<file path="config.mk">
export PLATFORM = sky130hd
export DESIGN_NAME = uart_rx_fifo_wb
export DESIGN_NICKNAME = d
export VERILOG_FILES = /design/src/rtl/uart_rx_fifo_wb.sv
export SDC_FILE = /design/constraint.sdc
export NUM_CORES = 1
export LEC_CHECK = 0
export ABC_AREA = 1
export ABC_CLOCK_PERIOD_IN_PS = 4300
export BUFFER_PORTS_ARGS = -buffer_cell sky130_fd_sc_hd__buf_2
export CAP_MARGIN = 30
export CORE_MARGIN = 2
export CORE_UTILIZATION = 62
export DETAILED_ROUTE_END_ITERATION = 8
export GPL_ROUTABILITY_DRIVEN = 1
export PLACE_DENSITY = 0.84
export SLEW_MARGIN = 20
export SYNTH_ARGS = -nofsm -noshare
export SYNTH_HDL_FRONTEND = slang
export SYNTH_SLANG_ARGS = --single-unit
</file>
<file path="constraint.sdc">
create_clock -name clk -period 4.3 [get_ports clk]
set_input_delay 0 -clock clk [delete_from_list [all_inputs] [get_ports clk]]
set_output_delay 0 -clock clk [all_outputs]
set_load 0.02 [all_outputs]
</file>
<file path="src/rtl/uart_rx_fifo_wb.sv">
// Receive-side FIFO for the UART: captures each new receiver byte and serves it over a Wishbone classic slave.
// Optional macro UART_RX_FIFO_THRESH_EN adds a programmable interrupt threshold written through register 3.
module uart_rx_fifo_wb #(
  parameter int DEPTH_LOG2 = 4
) (
  input  logic       clk,
  input  logic       rst,
  input  logic [7:0] rx_dout,
  input  logic       rx_valid,
  input  logic       wb_cyc_i,
  input  logic       wb_stb_i,
  input  logic       wb_we_i,
  input  logic [1:0] wb_adr_i,
  input  logic [7:0] wb_dat_i,
  output logic [7:0] wb_dat_o,
  output logic       wb_ack_o,
  output logic       irq
);

  localparam int DEPTH = 1 << DEPTH_LOG2;
  localparam logic [DEPTH_LOG2:0]   CNT_FULL  = (DEPTH_LOG2+1)'(DEPTH);
  localparam logic [DEPTH_LOG2:0]   CNT_ZERO  = (DEPTH_LOG2+1)'(0);
  localparam logic [DEPTH_LOG2:0]   CNT_ONE   = (DEPTH_LOG2+1)'(1);
  localparam logic [DEPTH_LOG2-1:0] PTR_ZERO  = DEPTH_LOG2'(0);
  localparam logic [DEPTH_LOG2-1:0] PTR_ONE   = DEPTH_LOG2'(1);
  localparam logic [1:0] ADR_DATA   = 2'd0;
  localparam logic [1:0] ADR_STATUS = 2'd1;
  localparam logic [1:0] ADR_CTRL   = 2'd2;
  localparam logic [1:0] ADR_COUNT  = 2'd3;

  logic [7:0]            mem_q [DEPTH];
  logic [DEPTH_LOG2-1:0] wr_ptr_q, wr_ptr_d, rd_ptr_q, rd_ptr_d;
  logic [DEPTH_LOG2:0]   count_q, count_d;
  logic                  valid_q, overflow_q, overflow_d, irq_en_q, irq_en_d;
  logic                  ack_q, irq_q, irq_d;
  logic [7:0]            dat_q, dat_d, rdata_s, status_s;
  logic                  access_s, rd_s, wr_s, empty_s, full_s, push_s, pop_s;
  logic                  flush_s, push_ok_s, ovf_set_s, ovf_clr_s;
`ifdef UART_RX_FIFO_THRESH_EN
  logic [7:0]            thresh_q, thresh_d;
`else
  logic                  unused_s;
  assign unused_s = ^wb_dat_i[7:3];
`endif

  assign wb_dat_o = dat_q;
  assign wb_ack_o = ack_q;
  assign irq      = irq_q;

  // Bus decode and FIFO event qualification
  always_comb begin
    access_s  = wb_cyc_i & wb_stb_i & ~ack_q;
    rd_s      = access_s & ~wb_we_i;
    wr_s      = access_s & wb_we_i;
    empty_s   = (count_q == CNT_ZERO);
    full_s    = (count_q == CNT_FULL);
    push_s    = rx_valid & ~valid_q;
    pop_s     = rd_s & (wb_adr_i == ADR_DATA) & ~empty_s;
    flush_s   = wr_s & (wb_adr_i == ADR_CTRL) & wb_dat_i[1];
    // A pop on the same edge frees the slot, so a push into a full FIFO is still accepted
    push_ok_s = push_s & ~flush_s & (~full_s | pop_s);
    ovf_set_s = push_s & ~flush_s & full_s & ~pop_s;
    ovf_clr_s = wr_s & (wb_adr_i == ADR_STATUS) & wb_dat_i[2];
  end

  // Read data mux, sampled from pre-edge state
  always_comb begin
`ifdef UART_RX_FIFO_THRESH_EN
    status_s = {thresh_q[7:3], overflow_q, full_s, ~empty_s};
`else
    status_s = {5'b00000, overflow_q, full_s, ~empty_s};
`endif
    case (wb_adr_i)
      ADR_DATA:   rdata_s = empty_s ? 8'h00 : mem_q[rd_ptr_q];
      ADR_STATUS: rdata_s = status_s;
      ADR_CTRL:   rdata_s = {7'b0000000, irq_en_q};
      ADR_COUNT:  rdata_s = 8'(count_q);
      default:    rdata_s = 8'h00;
    endcase
  end

  // Next-state for pointers, count, flags, bus data and interrupt
  always_comb begin
    wr_ptr_d   = wr_ptr_q;
    rd_ptr_d   = rd_ptr_q;
    count_d    = count_q;
    overflow_d = overflow_q;
    irq_en_d   = irq_en_q;
    dat_d      = dat_q;
    if (flush_s) begin
      wr_ptr_d = PTR_ZERO;
      rd_ptr_d = PTR_ZERO;
      count_d  = CNT_ZERO;
    end else begin
      if (push_ok_s) begin
        wr_ptr_d = wr_ptr_q + PTR_ONE;
      end else begin
        wr_ptr_d = wr_ptr_q;
      end
      if (pop_s) begin
        rd_ptr_d = rd_ptr_q + PTR_ONE;
      end else begin
        rd_ptr_d = rd_ptr_q;
      end
      case ({push_ok_s, pop_s})
        2'b10:   count_d = count_q + CNT_ONE;
        2'b01:   count_d = count_q - CNT_ONE;
        default: count_d = count_q;
      endcase
    end
    if (ovf_set_s) begin
      overflow_d = 1'b1;
    end else if (ovf_clr_s) begin
      overflow_d = 1'b0;
    end else begin
      overflow_d = overflow_q;
    end
    if (wr_s && (wb_adr_i == ADR_CTRL)) begin
      irq_en_d = wb_dat_i[0];
    end else begin
      irq_en_d = irq_en_q;
    end
    if (access_s) begin
      dat_d = wb_we_i ? 8'h00 : rdata_s;
    end else begin
      dat_d = dat_q;
    end
`ifdef UART_RX_FIFO_THRESH_EN
    if (wr_s && (wb_adr_i == ADR_COUNT)) begin
      thresh_d = wb_dat_i;
    end else begin
      thresh_d = thresh_q;
    end
    irq_d = irq_en_q & (((9'(count_q) >= {1'b0, thresh_q}) & (thresh_q != 8'h00)) | overflow_q);
`else
    irq_d = irq_en_q & (~empty_s | overflow_q);
`endif
  end

  // Control and status registers
  always_ff @(posedge clk or posedge rst) begin
    if (rst) begin
      valid_q    <= 1'b1;
      wr_ptr_q   <= PTR_ZERO;
      rd_ptr_q   <= PTR_ZERO;
      count_q    <= CNT_ZERO;
      overflow_q <= 1'b0;
      irq_en_q   <= 1'b0;
      ack_q      <= 1'b0;
      dat_q      <= 8'h00;
      irq_q      <= 1'b0;
`ifdef UART_RX_FIFO_THRESH_EN
      thresh_q   <= 8'h01;
`endif
    end else begin
      valid_q    <= rx_valid;
      wr_ptr_q   <= wr_ptr_d;
      rd_ptr_q   <= rd_ptr_d;
      count_q    <= count_d;
      overflow_q <= overflow_d;
      irq_en_q   <= irq_en_d;
      ack_q      <= access_s;
      dat_q      <= dat_d;
      irq_q      <= irq_d;
`ifdef UART_RX_FIFO_THRESH_EN
      thresh_q   <= thresh_d;
`endif
    end
  end

  // FIFO storage; contents need no reset since count gates every read
  always_ff @(posedge clk) begin
    if (push_ok_s) begin
      mem_q[wr_ptr_q] <= rx_dout;
    end
  end

endmodule

</file>
# After elaboration in Yosys (flattened, before gate mapping)
# Memories as Yosys holds them, arrays and structs flattened.
# Index checks and enable logic that the tools add are counted.
[totals]
wordCells = 65
out_inout_bits = 10
input_bits = 24
register_bits = 26
mem_bits_rw = 128
memories = 1
[mem_list]
columns = ["name", "depth", "width", "rd", "rd_clocked_by_memory_dff", "wr", "line", "source"]
rows = [
  ["mem_q", 16, 8, 1, 0, 1, "31", "logic [7:0] mem_q [DEPTH];"],
]
[op_classes]
mux = 13
n_bitwise = 25
add_sub_neg = 4
reduce_logical = 7
eq_ne = 6
[ops]
columns = ["operator", "count"]
rows = [
  ["$pmux W8 S4", 1],
  ["$and A1 B1 Y1", 16],
  ["$mux W4", 4],
  ["$mux W8", 2],
  ["$pmux W5 S2", 1],
  ["$add A4 B1 Y4 const B", 2],
  ["$not A1 Y1", 7],
  ["$eq A2 B2 Y1 const B", 3],
  ["$reduce_bool A2 Y1", 3],
  ["$add A5 B1 Y5 const B", 1],
  ["$eq A5 B5 Y1 const B", 1],
  ["$logic_not A5 Y1", 1],
  ["$mux W5", 1],
  ["$sub A5 B1 Y5 const B", 1],
  ["$eq A2 B1 Y1 const B", 2],
  ["$mux W1", 4],
  ["$reduce_bool A3 Y1", 1],
  ["$logic_not A2 Y1", 1],
  ["$or A1 B1 Y1", 2],
  ["$logic_and A1 B1 Y1", 1],
]

# Logic depth before layout (Yosys ltp)
[depth]
word_depth = 11
mapped_depth = 17
mapped_depth_nobuf = 17

# Least setup slack after synthesis
# Ideal clock, no wire load.
[synth_path]
path_kind = "register to register"
start = "register ack_q, in the netlist wb_ack_o"
end = "register count_q[4]"
path_slack_ps = 2138
path_buffers = 0
required_ps = 4182
t_arrival_ps = 2044
setup_ps = 118
synth_period_minus_slack_ps = 2162
path_stages_with_launch = 17
cell_sequence = "dfrtp_1 > inv_2 > nand3_2 > nor2_4 > nand3_2 > inv_2 > nand2_1 > inv_1 > ha_1 > a21oi_1 > nand2_1 > nand2_1 > nand2_1 > nand3_1 > nand2_1 > nand3_1 > nand2_1"
[synth_via]
elab_chain_cells = 11
elab_cells_between_ends = 17
classes_between = "2 x eq/ne; 2 x mux; 12 x bitwise; 1 x reduce/logical"
[synth_lines]
columns = ["element", "line", "source"]
rows = [
  ["start: declaration", "35", "logic ack_q, irq_q, irq_d;"],
  ["start signal: assignment", "162", "ack_q <= access_s;"],
  ["$not A1 Y1 (*)", "52", "access_s = wb_cyc_i & wb_stb_i & ~ack_q;"],
  ["$and A1 B1 Y1 (*)", "52", ""],
  ["$and A1 B1 Y1", "54", "wr_s = access_s & wb_we_i;"],
  ["$and A1 B1 Y1 (2 in a row)", "59", "flush_s = wr_s & (wb_adr_i == ADR_CTRL) & wb_dat_i[1];"],
  ["$not A1 Y1", "61", "push_ok_s = push_s & ~flush_s & (~full_s | pop_s);"],
  ["$and A1 B1 Y1 (2 in a row)", "61", ""],
  ["$eq A2 B1 Y1 or $eq A2 B2 Y1 (tied branches)", "105", "case ({push_ok_s, pop_s})"],
  ["$pmux W5 S2", "105", ""],
  ["$mux W5", "90", "if (flush_s) begin"],
  ["end signal: assignment", "159", "count_q <= count_d;"],
  ["end: declaration", "33", "logic [DEPTH_LOG2:0] count_q, count_d;"],
]
# Every way passes the cells marked *; elsewhere a longest branch is shown, timed or not.
# A chain may end at the register's enable or synchronous reset.

# Worst setup path after layout
[layout_path]
start = "register rd_ptr_q[2]"
end = "register dat_q[2], in the netlist wb_dat_o[2]"
[layout_via]
elab_chain_cells = 4
[layout_lines]
columns = ["element", "line", "source"]
rows = [
  ["start: declaration", "32", "logic [DEPTH_LOG2-1:0] wr_ptr_q, wr_ptr_d, rd_ptr_q, rd_ptr_d;"],
  ["start signal: assignment", "158", "rd_ptr_q <= rd_ptr_d;"],
  ["$mem_v2 Z16 W8", "-", ""],
  ["$mux W8", "74", "ADR_DATA: rdata_s = empty_s ? 8'h00 : mem_q[rd_ptr_q];"],
  ["$pmux W8 S4", "73", "case (wb_adr_i)"],
  ["$mux W8", "124", "dat_d = wb_we_i ? 8'h00 : rdata_s;"],
  ["end signal: assignment", "163", "dat_q <= dat_d;"],
  ["end: declaration", "36", "logic [7:0] dat_q, dat_d, rdata_s, status_s;"],
]
# Every way passes these cells.

==> impl_results.md <==
* Status: completed
* Cell Area, Synth at between 6000 and 7000 um2
* Clk sinks at 154
* DP HPWL at about 9600 um
* Starting Density at 0.643
* Clock-pin slew on the worst setup and hold paths at 0.06 ns
* First-pass DRT Iterations at 5
* Clk_skew at roughly 0.01 ns
* Rows at 37
* Vias per cell at 5.92
* Slew @ Worst Pin at approximately 0.86 ns
* Die area at approximately 12,000 um2
* Pre-CTS WS at roughly 1.7 ns
* Leakage at roughly 3.1 nW
* CP startpoint kind: flop
* RSZ-0062 raised after global routing: false
* Sequential area share after synthesis at 0.671
* Tot Pwr at 4.62 mW
* Initial antenna violation count at 0
* Final hold vios at 0
* Hold Crit Class: in -> reg
* Reg-to-Reg End: wb_dat_o[2]$_DFFE_PP0N_
* Arr. time, crit path at ~3.6 ns
* CTS tree: yes
* I/O Pins at 34
* Layout Cells excl Fill at 828
* Hold_sp: wb_dat_i[1]
* Final setup TNS at 0 ns
* Max Slew Vio Count at 0
* Syn Area/Cell at 10.7 um2
* Clock buffer depth at 2
* VDD IR max at between 0.0003 and 0.0004 V
* Reg2Reg Setup Slack at approximately 1.1 ns
* Synth unique cells at 31
* Post-Syn Instances at roughly 630
* Worst reg2reg startpoint: rd_ptr_q[2]$_DFFE_PP0P_
* Area growth from synthesis to layout at 15.7%
* Initial DRC Count at about 600
* Slew headroom at 0.423
* Setup ws final at around 1.1 ns
* GRT Total Usage at 0.285
* Die width at between 100 and 150 um
* Final global-route overflow total at 0
* Residual DRC at 0
* Htree depth at 4
* Final min period at roughly 3.2 ns
* Final setup fails at 0
* Required @ worst endpoint at between 4 and 5 ns
* Synth Net Count at 660
* Fraction of layout instances using a drive strength above 1 at 0.118
* Worst Hold Path Cells at 4
* Clock latency on the worst-skew pair at approximately 0.54 ns
* Die Height at about 110 um
* FF+latch count, synth at about 150
* First-pass GRT wire length at ~24,000 um
* P per Cell Area at 597 nW/um2
* Final period utilization at 0.738
* Vias in the first global route at 4,742
* CTS root buf: clkbuf_8
* Diodes inserted at 0
* Hold path endpoint: count_q[4]$_DFFE_PP0P_
* RePlAce Congestion at a little over 0.9
* Via count at 4,904
* Post-route antenna net violation count at 0
* Worst setup path class: reg -> reg
* Hold Slack at 0.0685 ns
* Reg2Reg Depth at 13
* Port bufs at 28
* CP Capture Type: flop
* Post-Route WL at about 15,000 um
* Largest net degree at the start of global routing at 75
* Drt wl/cell at about 19 um
* Ys Warns at 0
* Fin nets at around 700
* F_max at roughly 310 MHz
* Cts bufs inserted at 17
* # Max-Cap Violations at 0
* CTS resizes at 0
* Core area at between 10,000 and 15,000 um2
* Placed instance count at 768
* Crit Path Max Fanout at 19
worst max-delay path: stages, from the launching register on:
cell and delay (ns):
dfrtp_1 0.59, inv_2 0.29, nor2_2 0.39, nand3_1 0.17
nand2_1 0.12, nor2_1 0.06, nand2_1 0.07, nand2_1 0.07
nand2_1 0.06, nand2_1 0.06, nand2_1 0.05, dlygate4sd3_1 0.54
nand2_1 0.05, dlygate4sd3_1 0.54
per-stage QoR:
step	instance area, um2	utilization
floorplan	6700	-
global placement	6910	0.663
detailed placement	6920	0.664
CTS	7720	0.742
global route	7740	0.744
finish	7740	0.744
synthesized netlist by cell type:
cell type | number | share of area
nand4_2 | 1 | 0.0019
inv_1 | 42 | 0.024
nor2_1 | 70 | 0.039
buf_1 | 1 | 0.00056
nand3b_1 | 1 | 0.0011
o21ai_0 | 40 | 0.030
a21oi_4 | 1 | 0.0024
nor3_1 | 1 | 0.00075
dfrtp_1 | 25 | 0.093
nor2_4 | 1 | 0.0017
xnor2_1 | 2 | 0.0026
o21ai_1 | 10 | 0.0075
buf_2 | 12 | 0.0090
o211ai_1 | 16 | 0.018
nand4_1 | 1 | 0.00094
clkbuf_1 | 10 | 0.0056
a21oi_1 | 16 | 0.012
fa_1 | 1 | 0.0030
buf_4 | 2 | 0.0022
nand3_1 | 59 | 0.044
dfstp_2 | 1 | 0.0039
ha_1 | 9 | 0.017
inv_2 | 9 | 0.0050
nand2_1 | 155 | 0.087
xor2_1 | 1 | 0.0013
nand2_2 | 1 | 0.00094
nand3_2 | 3 | 0.0045
edfxtp_1 | 128 | 0.57
o31ai_1 | 2 | 0.0022
a211oi_1 | 1 | 0.0011
nor2_2 | 4 | 0.0037
final cells by class:
cell class              instances  area (um2)
clock buffers                  25         495
clock inverters                 7        38.8
repair buffers                 59         460
well taps                     136         170
fillers                       654        2670
multi-input cells             396        1890
flip-flops and latches        154        4500
inverters                      51         191
kinds of logic (layout without fill, tap and decap cells):
kind of cell / Yosys count / count (layout) / synth area share
AND/OR/NAND/NOR: 297 / 297 / 0.186
buffers and inverters: 76 / 142 / 0.0460
flip-flops: 154 / 154 / 0.671
AO/OA/AOI/OAI: 86 / 86 / 0.0731
XOR/XNOR: 3 / 3 / 0.00393
adder cells (fa/ha/maj): 10 / 10 / 0.0198
where the power goes:
group	internal (mW)	total, mW	switching (mW)	leakage (nW)
logic	0.433	1.39	0.957	1.39
registers	1.75	1.89	0.141	1.48
clock network	0.785	1.34	0.558	0.271
total	2.97	4.62	1.66	3.13
sequential cells by signal (all words and copies together) (netlist names):
name,flops
irq,1
count_q,5
irq_en_q,1
rd_ptr_q,4
overflow_q,1
wr_ptr_q,4
valid_q,1
wb_ack_o,1
mem_q,128
wb_dat_o,8
layer usage:
metal  track usage  vias to the layer above  part of all wire
met2         0.495                      259              0.52
met3        0.0648                       42             0.073
met4        0.0952                        0             0.021
li1              -                     2241                 -
met5             0                        -                 0
met1         0.356                     2362              0.38
worst max-delay path by stage:
stage                                  startpoint                      end  slack, ns  cells past startpoint
after detailed placement       wb_ack_o$_DFF_PP0_   count_q[4]$_DFFE_PP0P_       1.72                     14
after global routing      rd_ptr_q[1]$_DFFE_PP0P_  wb_dat_o[2]$_DFFE_PP0N_       0.92                     14
after floorplan                wb_ack_o$_DFF_PP0_   count_q[4]$_DFFE_PP0P_       2.14                     16
final                     rd_ptr_q[2]$_DFFE_PP0P_  wb_dat_o[2]$_DFFE_PP0N_       1.13                     13
after global placement         wb_ack_o$_DFF_PP0_   count_q[4]$_DFFE_PP0P_       1.79                     14
after CTS                 rd_ptr_q[1]$_DFFE_PP0P_  wb_dat_o[2]$_DFFE_PP0N_       1.16                     13
what timing repair did:
item,CTS,global route
setup endpoints to repair,0,0
buffers inserted,0,0
hold buffers,27,0
endpoints found under the hold margin,166,0
placed cells by master, fill, tap and decap left out, types with 2 or more instances in the layout:
cell and n:
nand2_1 155, nor2_2 4, clkbuf_16 17, clkbuf_1 4, nand3_1 59, o211ai_1 16
xnor2_1 2, clkinv_2 6, buf_2 28, ha_1 9, dfrtp_1 24, o21ai_1 10
o21ai_0 40, o31ai_1 2, nand3_2 3, inv_1 42, dlygate4sd3_1 27, buf_4 2
a21oi_1 16, inv_2 9, nor2_1 70, edfxtp_1 128, clkbuf_8 4
Power figures use the tool's default switching activity.
